==> config.mk <==
export PLATFORM = sky130hd
export DESIGN_NAME = probe_display_scan
export DESIGN_NICKNAME = d
export VERILOG_FILES = /design/src/rtl/probe_display_scan.sv
export SDC_FILE = /design/constraint.sdc
export NUM_CORES = 1
export LEC_CHECK = 0
export CORE_ASPECT_RATIO = 0.7
export CORE_MARGIN = 5
export CORE_UTILIZATION = 41
export DETAILED_ROUTE_END_ITERATION = 10
export PLACE_DENSITY = 0.88
export SLEW_MARGIN = 30
export SYNTH_ARGS = -nofsm -noshare
export SYNTH_HDL_FRONTEND = slang
export SYNTH_SLANG_ARGS = --single-unit
==> constraint.sdc <==
create_clock -name clock -period 2.35 [get_ports clock]
set_input_delay 0.235 -clock clock [delete_from_list [all_inputs] [get_ports clock]]
set_output_delay 0.235 -clock clock [all_outputs]
set_load 0.005 [all_outputs]
==> src/rtl/probe_display_scan.sv <==
// rtl/probe_display_scan.sv - probe word capture and multiplexed hex seven-segment scanner
module probe_display_scan #(
    parameter int DATA_W   = 16,
    parameter int NUM_SRC  = 4,
    parameter int SEL_W    = 5,
    parameter int SCAN_DIV = 50000,
    parameter int BLANK_LZ = 0
) (
    input  logic                      clock,
    input  logic                      reset,
    input  logic [NUM_SRC*DATA_W-1:0] probe_bus,
    input  logic [SEL_W-1:0]          select,
    input  logic                      freeze,
    output logic [DATA_W-1:0]         hold_word,
    output logic                      sel_err,
    output logic [DATA_W/4-1:0]       an,
    output logic [6:0]                seg,
    output logic                      frame_done
);
    localparam int NUM_DIGITS = DATA_W / 4;
    localparam int DIG_W      = (NUM_DIGITS > 1) ? $clog2(NUM_DIGITS) : 1;
    localparam int DIV_W      = $clog2(SCAN_DIV);
    localparam logic [DIV_W-1:0] DIV_LAST = DIV_W'(SCAN_DIV - 1);
    localparam logic [DIG_W-1:0] DIG_LAST = DIG_W'(NUM_DIGITS - 1);

    logic [DATA_W-1:0] selWord;
    logic              selValid;
    logic [DIV_W-1:0]  divCnt;
    logic [DIG_W-1:0]  dig;
    logic              tick;
    logic [3:0]        curNibble;
    logic              curBlank;

    // Hex nibble to active-low {g,f,e,d,c,b,a} pattern
    function automatic logic [6:0] hexToSeg(input logic [3:0] nib);
        case (nib)
            4'h0:    return 7'h40;
            4'h1:    return 7'h79;
            4'h2:    return 7'h24;
            4'h3:    return 7'h30;
            4'h4:    return 7'h19;
            4'h5:    return 7'h12;
            4'h6:    return 7'h02;
            4'h7:    return 7'h78;
            4'h8:    return 7'h00;
            4'h9:    return 7'h10;
            4'hA:    return 7'h08;
            4'hB:    return 7'h03;
            4'hC:    return 7'h46;
            4'hD:    return 7'h21;
            4'hE:    return 7'h06;
            default: return 7'h0E;
        endcase
    endfunction

    // Word mux; loop compare keeps an out-of-range select from indexing past the bus
    always_comb begin
        selWord  = '0;
        selValid = 32'(select) < 32'(NUM_SRC);
        for (int k = 0; k < NUM_SRC; k++) begin
            if (32'(select) == 32'(k)) begin
                selWord = probe_bus[k*DATA_W +: DATA_W];
            end
        end
    end

    // Snapshot the selected word unless frozen; invalid select shows zero and flags it
    always_ff @(posedge clock or negedge reset) begin
        if (!reset) begin
            hold_word <= '0;
            sel_err   <= 1'b0;
        end else if (!freeze) begin
            hold_word <= selValid ? selWord : '0;
            sel_err   <= !selValid;
        end
    end

    // Prescaler: one tick per SCAN_DIV cycles, on the last count
    assign tick = (divCnt == DIV_LAST);

    always_ff @(posedge clock or negedge reset) begin
        if (!reset) begin
            divCnt <= '0;
        end else begin
            divCnt <= tick ? '0 : divCnt + 1'b1;
        end
    end

    // Current digit nibble and leading-zero blank decision (digit 0 never blanks)
    always_comb begin
        curNibble = 4'h0;
        curBlank  = 1'b0;
        for (int d = 0; d < NUM_DIGITS; d++) begin
            if (dig == DIG_W'(d)) begin
                curNibble = hold_word[d*4 +: 4];
                curBlank  = (BLANK_LZ != 0) && (d > 0) && ((hold_word >> (4 * d)) == '0);
            end
        end
    end

    // Digit scanner: drive the current digit on each tick and advance
    always_ff @(posedge clock or negedge reset) begin
        if (!reset) begin
            dig        <= '0;
            an         <= '1;
            seg        <= 7'h7F;
            frame_done <= 1'b0;
        end else if (tick) begin
            an         <= ~(NUM_DIGITS'(1) << dig);
            seg        <= curBlank ? 7'h7F : hexToSeg(curNibble);
            dig        <= (dig == DIG_LAST) ? '0 : dig + 1'b1;
            frame_done <= (dig == DIG_LAST);
        end else begin
            frame_done <= 1'b0;
        end
    end
endmodule

# Word-level counts from Yosys, hierarchy flattened
# Memories as Yosys holds them, arrays and structs flattened. A register that Yosys moved wholly into a read port is not among the register bits.
# Cells that the tools add are included.
# Widths: inputs -> output; s select.
# op_classes
n_mul,0
n_addsub,2
order_cmp,1
shift,1
bitwise,1
n_mux,12
n_div,0
n_eq_ne,7
reduce_logical,4
# op_table
operator,n
$mux 16,6
$add 16x1->16 const B,1
$eq 16x16->1 const B,1
$mux 4,4
$eq 5x2->1 const B,2
$eq 5x1->1 const B,1
$logic_not 5->1,1
$lt 5x3->1 const B,1
$eq 2x2->1 const B,2
$not 4->4,1
$shl 1x2->4 const A,1
$add 2x1->2 const B,1
$eq 2x1->1 const B,1
$logic_not 1->1,2
$logic_not 2->1,1
$mux 2,1
$mux 1,1
# word_totals
ramBits,0
latch_bits,0
rom_bits,112
register_bits,40
n_memories,1
input_bits,72
output_inout_bits,29
wordCells,35
# mem_list
name,depth,width,rd,rd_clocked_by_memory_dff,wr,line,rtl
(name not given),16,7,1,1,0,36,case (nib)

# Depth between registers and ports, before layout
# Gate-level depths: netlist (run 1).
# logic_depth
depth_word,6
ltp_mapped,12
depth_no_buf,11

# Least setup slack after synthesis (run 1)
# No wires, ideal clock.
# synth_path
path_type,register to register
startpoint,register dig[0]
endpoint,register seg[6]
period_less_slack_ns,2.408
path_slack_ns,-0.058
arrival_ns,2.331
stages_incl_launch_ff,12
path_cell_list,dfrtp_1 -> inv_1 -> ha_1 -> buf_4 -> a21oi_1 -> o21ai_0 -> a22oi_1 -> inv_1 -> ha_1 -> mux2_2 -> a221o_1 -> o21a_1
# synth_via
elab_chain_len,5
elab_cells_between_ends,8
classes_between,3 x eq/ne; 4 x mux; 1 x reduce/logical
# synth_rtl
element,line,rtl
start: declaration,29,logic [DIG_W-1:0] dig;
start signal: assignment,111,dig <= (dig == DIG_LAST) ? '0 : dig + 1'b1;
$logic_not 2->1,94,if (dig == DIG_W'(d)) begin
$mux 4 (3 in a row),94,
$mux 4 (*),94,
end: declaration,17,"output logic [6:0] seg,"
# Mark *: on every way between the ends. The rest lies on a longest branch, timed or not.
# A chain may end at the register's enable or synchronous reset.

# Worst setup path after layout (run 1)
# layout_path
startpoint,register dig[1]
endpoint,register seg[6]
# Same word-level chain as after synthesis.

==> metrics.txt, run 1 <==
Flop pwr share=51.0%; Antenna Violating Nets Remaining=0; Max Slew Vio Count=0; post-synthesis sequential area ratio=41.26%; die height=80.17 µm; layout cells sized above 1=23.94%; clock root buffer=clkbuf_8; dpl ws=-0.05858 ns; TritonRoute pass-1 iters=4; Clock Power Share=29.9%; hold crit path type=primary input to async pin; CP Class=flip-flop to flip-flop; unique cell type count in the Yosys netlist=48; maximum VDD drop=0.2407 mV; chip width=110.2 µm; Leak Pwr=1.776 nW; DIE AREA=8838 µm²; Total Routing Usage GR=18.66%; Max transition margin=63.00%; Iter 0 DRT Violations=133; htree depth=2; outcome=finished, final reports clean; Power Dens Cells=387.2 nW/µm²; Site Rows=25; initial core utilization=42.49%; Final Hold Fails=0; vias in the first global route=2749; largest net degree at the start of global routing=44; Mapped Nets=374; Final Routed Wirelength=8609 µm; ys flop type=dfrtp_1; Synth Cell Area=2884 µm²; asr flop ratio synth=100.0%; flop and latch count out of synthesis=47; clock buffer count from CTS=5; CTS tree=done; syn avg cell area=9.911 µm²; Reg clk slew, reported paths=0.08 ns; Buf+Inv Stages, Crit Path=2; Clk Latency, worst-skew pair=0.30 ns; combinational share of power=19.1%; first-pass GRT wire length=13010 µm; Setup Skew=0.006054 ns; CP startpoint kind=flip-flop; GPL Wtd Cong=0.8740; CP max stage delay=0.42 ns; Top Ports=101; DP HPWL=6348 µm; CP endpoint kind=flip-flop; Int Power=0.001257 W; FF-to-FF Start=dig[1]; Worst Tran Pin Value=0.5536 ns; I/O Buffers=100; cell count after synthesis=291; worst reg2reg endpoint=seg[6]; nets=484; Max Freq=429.8 MHz; # clock sinks=47; synth warn=0; Worst path top cell family by delay=compound AO/OA/AOI/OAI gates; Max clock buf depth=2; r2r setup slk=0.02 ns; initial antenna violation count=0; largest area contributor in the netlist=dfrtp_1; Synth top cells by count=48 x nand2_1, 36 x dfrtp_1, 34 x mux2_2, 19 x nor2_1, 16 x o221ai_1; DR vias=2687; Psw=0.0003955 W; Synth top area share=31.24%; setup ws final=0.02346 ns; WL per Instance=17.39 µm; WP data arrival=2.56 ns; remaining routing DRC violations=0; Max FO, Critical Path=5; diode count=0; maxcap violations=0; period utilization=99.00%; routed vias/inst=5.428; Req. time, crit path=2.59 ns; Core Region=6788 µm²; ranking of synthesized cells by area=dfrtp_1 31%, mux2_2 13%, dfstp_2 10%; Area Overhead vs Synth=47.98%; crit path max-delay cell type=dfrtp_1; most frequent cell after synthesis=nand2_1; sw frac=23.93%; critical-path cell list=buf_4 > ha_4 > a21oi_1 > o21ai_2 > a22oi_2 > inv_1 > ha_2 > mux2_2 > a221o_1 > o21a_1; Power Total=0.001653 W; minimum clock period=2.327 ns; total grt overflow=0; final core occ=62.88%; Worst R2R Path Depth=10; EDFF count, synth=0; final setup fails=0
-- sequential cells by signal (all words and copies together), names as in the netlist --
name,count
frame_done,1
seg,7
hold_word,16
an,4
dig,2
sel_err,1
divCnt,16
-- cells in the final DEF (no fill, tap or decap), drive strengths merged, types with 4 or more instances in the layout --
cell           count
o221ai            16
nand3b             4
nor3               4
a21oi              7
xnor2              7
inv               11
nand2             48
mux2              34
a211oi             5
o21ai              9
dfstp             11
buf               21
xor2               7
dfrtp             36
clkdlybuf4s50     99
ha                11
clkbuf             6
nor2              19
nand3              6
-- metal layers --
layer	share of wire (%)	wire [µm]	global-route usage, %
met5	0	0	0
met1	42	3630	23.34
met2	48	4108	31.11
met4	2.5	218	6.642
met3	7.6	651	4.819
-- power by group through the flow --
stage          clock network (W)  registers (W)  logic [W]
5_1_grt                 0.000530       0.000844   0.000342
4_1_cts                 0.000500       0.000841   0.000312
3_5_place_dp                   0       0.000856   0.000309
3_3_place_gp                   0       0.000856   0.000300
2_1_floorplan                  0       0.000852   0.000117
6_report                0.000494       0.000842   0.000316
-- per-stage QoR --
| step | setup TNS [ns] | std cells | hold slack, ns | area [µm²] |
|---|---|---|---|---|
| final | 0 | 495 | 0.4521 | 4268 |
| after global placement | 0 | 483 | 0.4184 | 4034 |
| after floorplan | 0 | 291 | -0.06059 | 2893 |
| after detailed placement | -0.06746 | 483 | 0.4261 | 4034 |
| after CTS | 0 | 490 | 0.09544 | 4134 |
| after global routing | -0.1761 | 495 | 0.4977 | 4268 |
-- worst register-to-register path: stages (launching register included) --
cell     delay [ns]
dfrtp_1        0.42
buf_4          0.15
ha_4           0.18
a21oi_1        0.19
o21ai_2        0.11
a22oi_2        0.16
inv_1          0.11
ha_2           0.21
mux2_2         0.27
a221o_1        0.35
o21a_1         0.10
-- worst max path at each step --
stage                start     end  cells past startpoint
finish              dig[1]  seg[6]                     10
global route        dig[1]  seg[6]                     10
CTS                 dig[1]  seg[6]                     10
detailed placement  dig[1]  seg[6]                      9
global placement    dig[1]  seg[6]                      9
floorplan           dig[0]  seg[6]                     11
-- final cells by class --
cell class | count | area, µm²
multi-input cells | 215 | 1665
inverters | 11 | 43.79
clock buffers | 6 | 82.58
fillers | 530 | 2520
well taps | 94 | 117.6
flip-flops and latches | 47 | 1191
clock inverters | 1 | 5.005
repair buffers | 121 | 1162
-- repair_timing --
action                                  in CTS  in global routing
endpoints found under the hold margin        0                 36
gates cloned                                 0                  0
hold buffers                                 0                  1
gates resized for setup                      4                 19
buffers inserted                             0                  4
pin swaps                                    0                  1
endpoints found under the setup margin       3                  6
-- kinds of logic after synthesis --
group	share of synthesized area, %
xor+xnor	4.252
mux	14.32
compound gates	13.49
simple gates	17.27
buf+inv	4.642
fa+ha+maj	4.772
flops	41.26
No activity file was read; power rests on OpenSTA's default activity.
==> inputs of run 2 (changes only) <==
CORE_MARGIN = 1.5   (was 5)
==> metrics.txt, run 2 (same netlist as run 1, synthesis figures left out) <==
nets=483 (-0.21%); Clock Power Share=29.9% (about the same); combinational share of power=19.2% (about the same); crit path max-delay cell type=dfrtp_2; largest net degree at the start of global routing=45 (+2.3%); initial core utilization=42.49% (unchanged); TritonRoute pass-1 iters=5 (+1); Worst R2R Path Depth=10 (unchanged); Core Region=6788 µm² (unchanged); Psw=0.0004147 W (+4.8%); CP Class=flip-flop to flip-flop; Top Ports=101 (unchanged); hold crit path type=primary input to async pin; CP endpoint kind=flip-flop; Clk Latency, worst-skew pair=0.32 ns (+0.02 ns); Max Slew Vio Count=0 (unchanged); DP HPWL=5831 µm (-8.1%); outcome=finished, final reports clean; htree depth=2 (unchanged); Max transition margin=62.56% (-0.44 points); CTS tree=done; Final Hold Fails=0 (unchanged); critical-path cell list=ha_4 > buf_4 > a21oi_1 > o21ai_1 > a22oi_2 > inv_2 > ha_2 > mux2_2 > a221o_1 > o21a_1; WP data arrival=2.58 ns (+0.02 ns); clock root buffer=clkbuf_8; final core occ=62.75% (-0.13 points); Area Overhead vs Synth=47.68%; # clock sinks=47 (unchanged); # fillers=515 (-2.8%); Reg clk slew, reported paths=0.09 ns (about the same); Antenna Violating Nets Remaining=0 (unchanged); r2r setup slk=0.02 ns (about the same); minimum clock period=2.331 ns (+0.004026 ns); Non-Filler Instances=495 (unchanged); WL per Instance=16.86 µm (-3.0%); period utilization=99.17% (+0.17 points); Iter 0 DRT Violations=178 (+34%); area taken by multi-input logic gates=1662 µm² (-0.23%); Req. time, crit path=2.59 ns (about the same); final hold slack=0.4362 ns (-0.01583 ns); layout cells sized above 1=24.94% (+1.0 points); final setup fails=0 (unchanged); Total Routing Usage GR=21.22% (+2.6 points); CP startpoint kind=flip-flop; total area of sequential cells=1191 µm² (unchanged); clock buffer count from CTS=5 (unchanged); total grt overflow=0 (unchanged); RSZ-0062 raised after global routing=yes; Int Power=0.001237 W (-1.6%); chip width=103.2 µm (-6.3%); I/O Buffers=100 (unchanged); setup tns final=0 ns (unchanged); commonest non-fill, non-tap cell in the layout=clkdlybuf4s50_1; Max clock buf depth=2 (unchanged); Setup Skew=0.01281 ns (+0.006758 ns); DIE AREA=7554 µm² (-15%); first-pass GRT wire length=12510 µm (-3.8%); die height=73.17 µm (-8.7%); remaining routing DRC violations=0 (unchanged); maximum VDD drop=0.2505 mV (+4.1%); vias in the first global route=2647 (-3.7%); Max FO, Critical Path=4 (-1); Max Freq=429.1 MHz (-0.17%); Regs by FF count=divCnt x16, hold_word x16, seg x7; diode count=0 (unchanged); Flop pwr share=50.9% (about the same); CP max stage delay=0.47 ns (+0.05 ns); routed vias/inst=5.434 (+0.11%); maxcap violations=0 (unchanged); Leak Pwr=1.764 nW (-0.64%); Final Routed Wirelength=8347 µm (-3.0%); GPL Wtd Cong=0.8874 (+1.5%); commonest non-fill, non-tap cells in the layout=99 x clkdlybuf4s50_1, 48 x nand2_1, 35 x dfrtp_1, 34 x mux2_2, 19 x nor2_1; initial antenna violation count=0 (unchanged); sw frac=25.11% (+1.2 points); DR vias=2690 (+0.11%); Site Rows=25 (unchanged); Worst Tran Pin Value=0.5541 ns (+0.0004379 ns); Post-Place Cells=485 (+0.41%); Power Dens Cells=387.8 nW/µm² (+0.13%)
[run 2: changes by cell type in the layout (fill, tap and decap cells not counted), sizes merged]
cell,change
buf,-1
clkinv,+1
[run 2: worst paths after layout]
path	start	to
worst max-delay path	dig[0]	seg[6]
worst min-delay path	reset	divCnt[7]
worst max register to register	dig[0]	seg[6]
worst min register to register	seg[0]	seg[0]
max in group asynchronous	reset	an[2]
min in group clock	seg[0]	seg[0]
[run 2: final cells by class]
| cell class | count | share of cell area, % |
|---|---|---|
| clock buffer | 6 | 1.704 |
| clock inverter | 2 | 0.3231 |
| inverter | 11 | 1.028 |
| multi-input combinational | 215 | 39.01 |
| sequential | 47 | 27.97 |
| tap | 94 | 2.761 |
| timing repair buffer | 120 | 27.20 |
[run 2: critical path, delay by kind of cell, from the launching register on]
family	cells	cell delay (ns)
AO/OA/AOI/OAI	5	0.90
adder cells (fa/ha/maj)	2	0.40
multiplexers	1	0.27
buffers and inverters	2	0.22
flip-flops	1	0.47
[run 2: per-layer routing]
layer	share of wire (%)	up-vias	routed length [µm]	global-route usage, %
met3	8.4	11	702	5.843
li1	-	1252	-	-
met2	47	126	3960	35.53
met1	43	1301	3596	27.70
met4	1.0	0	87	4.505
met5	0	-	0	0
[run 2: repair_timing]
action / 4_1_cts / 5_1_grt
buffers inserted: 0 / 1
hold endpoints to repair: 0 / 36
hold buffers: 0 / 1
endpoints found under the setup margin: 4 / 6
pin swaps: 0 / 3
gates resized for setup: 7 / 20
[run 2: stage by stage]
stage                     instance area [µm²]  worst slack (ns)  power [W]
after floorplan                          2893           0.05817  0.0009688
after global placement                   4049           0.04492   0.001155
after detailed placement                 4049           -0.1130   0.001162
after CTS                                4158           0.01553   0.001645
after global routing                     4259          -0.07728   0.001721
final                                    4259           0.01944   0.001652
[run 2: power by group through the flow]
stage / clock, W / combinational (W) / sequential (W)
after floorplan: 0 / 0.000117 / 0.000852
after global placement: 0 / 0.000300 / 0.000855
after detailed placement: 0 / 0.000307 / 0.000855
after CTS: 0.000495 / 0.000310 / 0.000840
after global routing: 0.000531 / 0.000346 / 0.000844
final: 0.000494 / 0.000317 / 0.000841
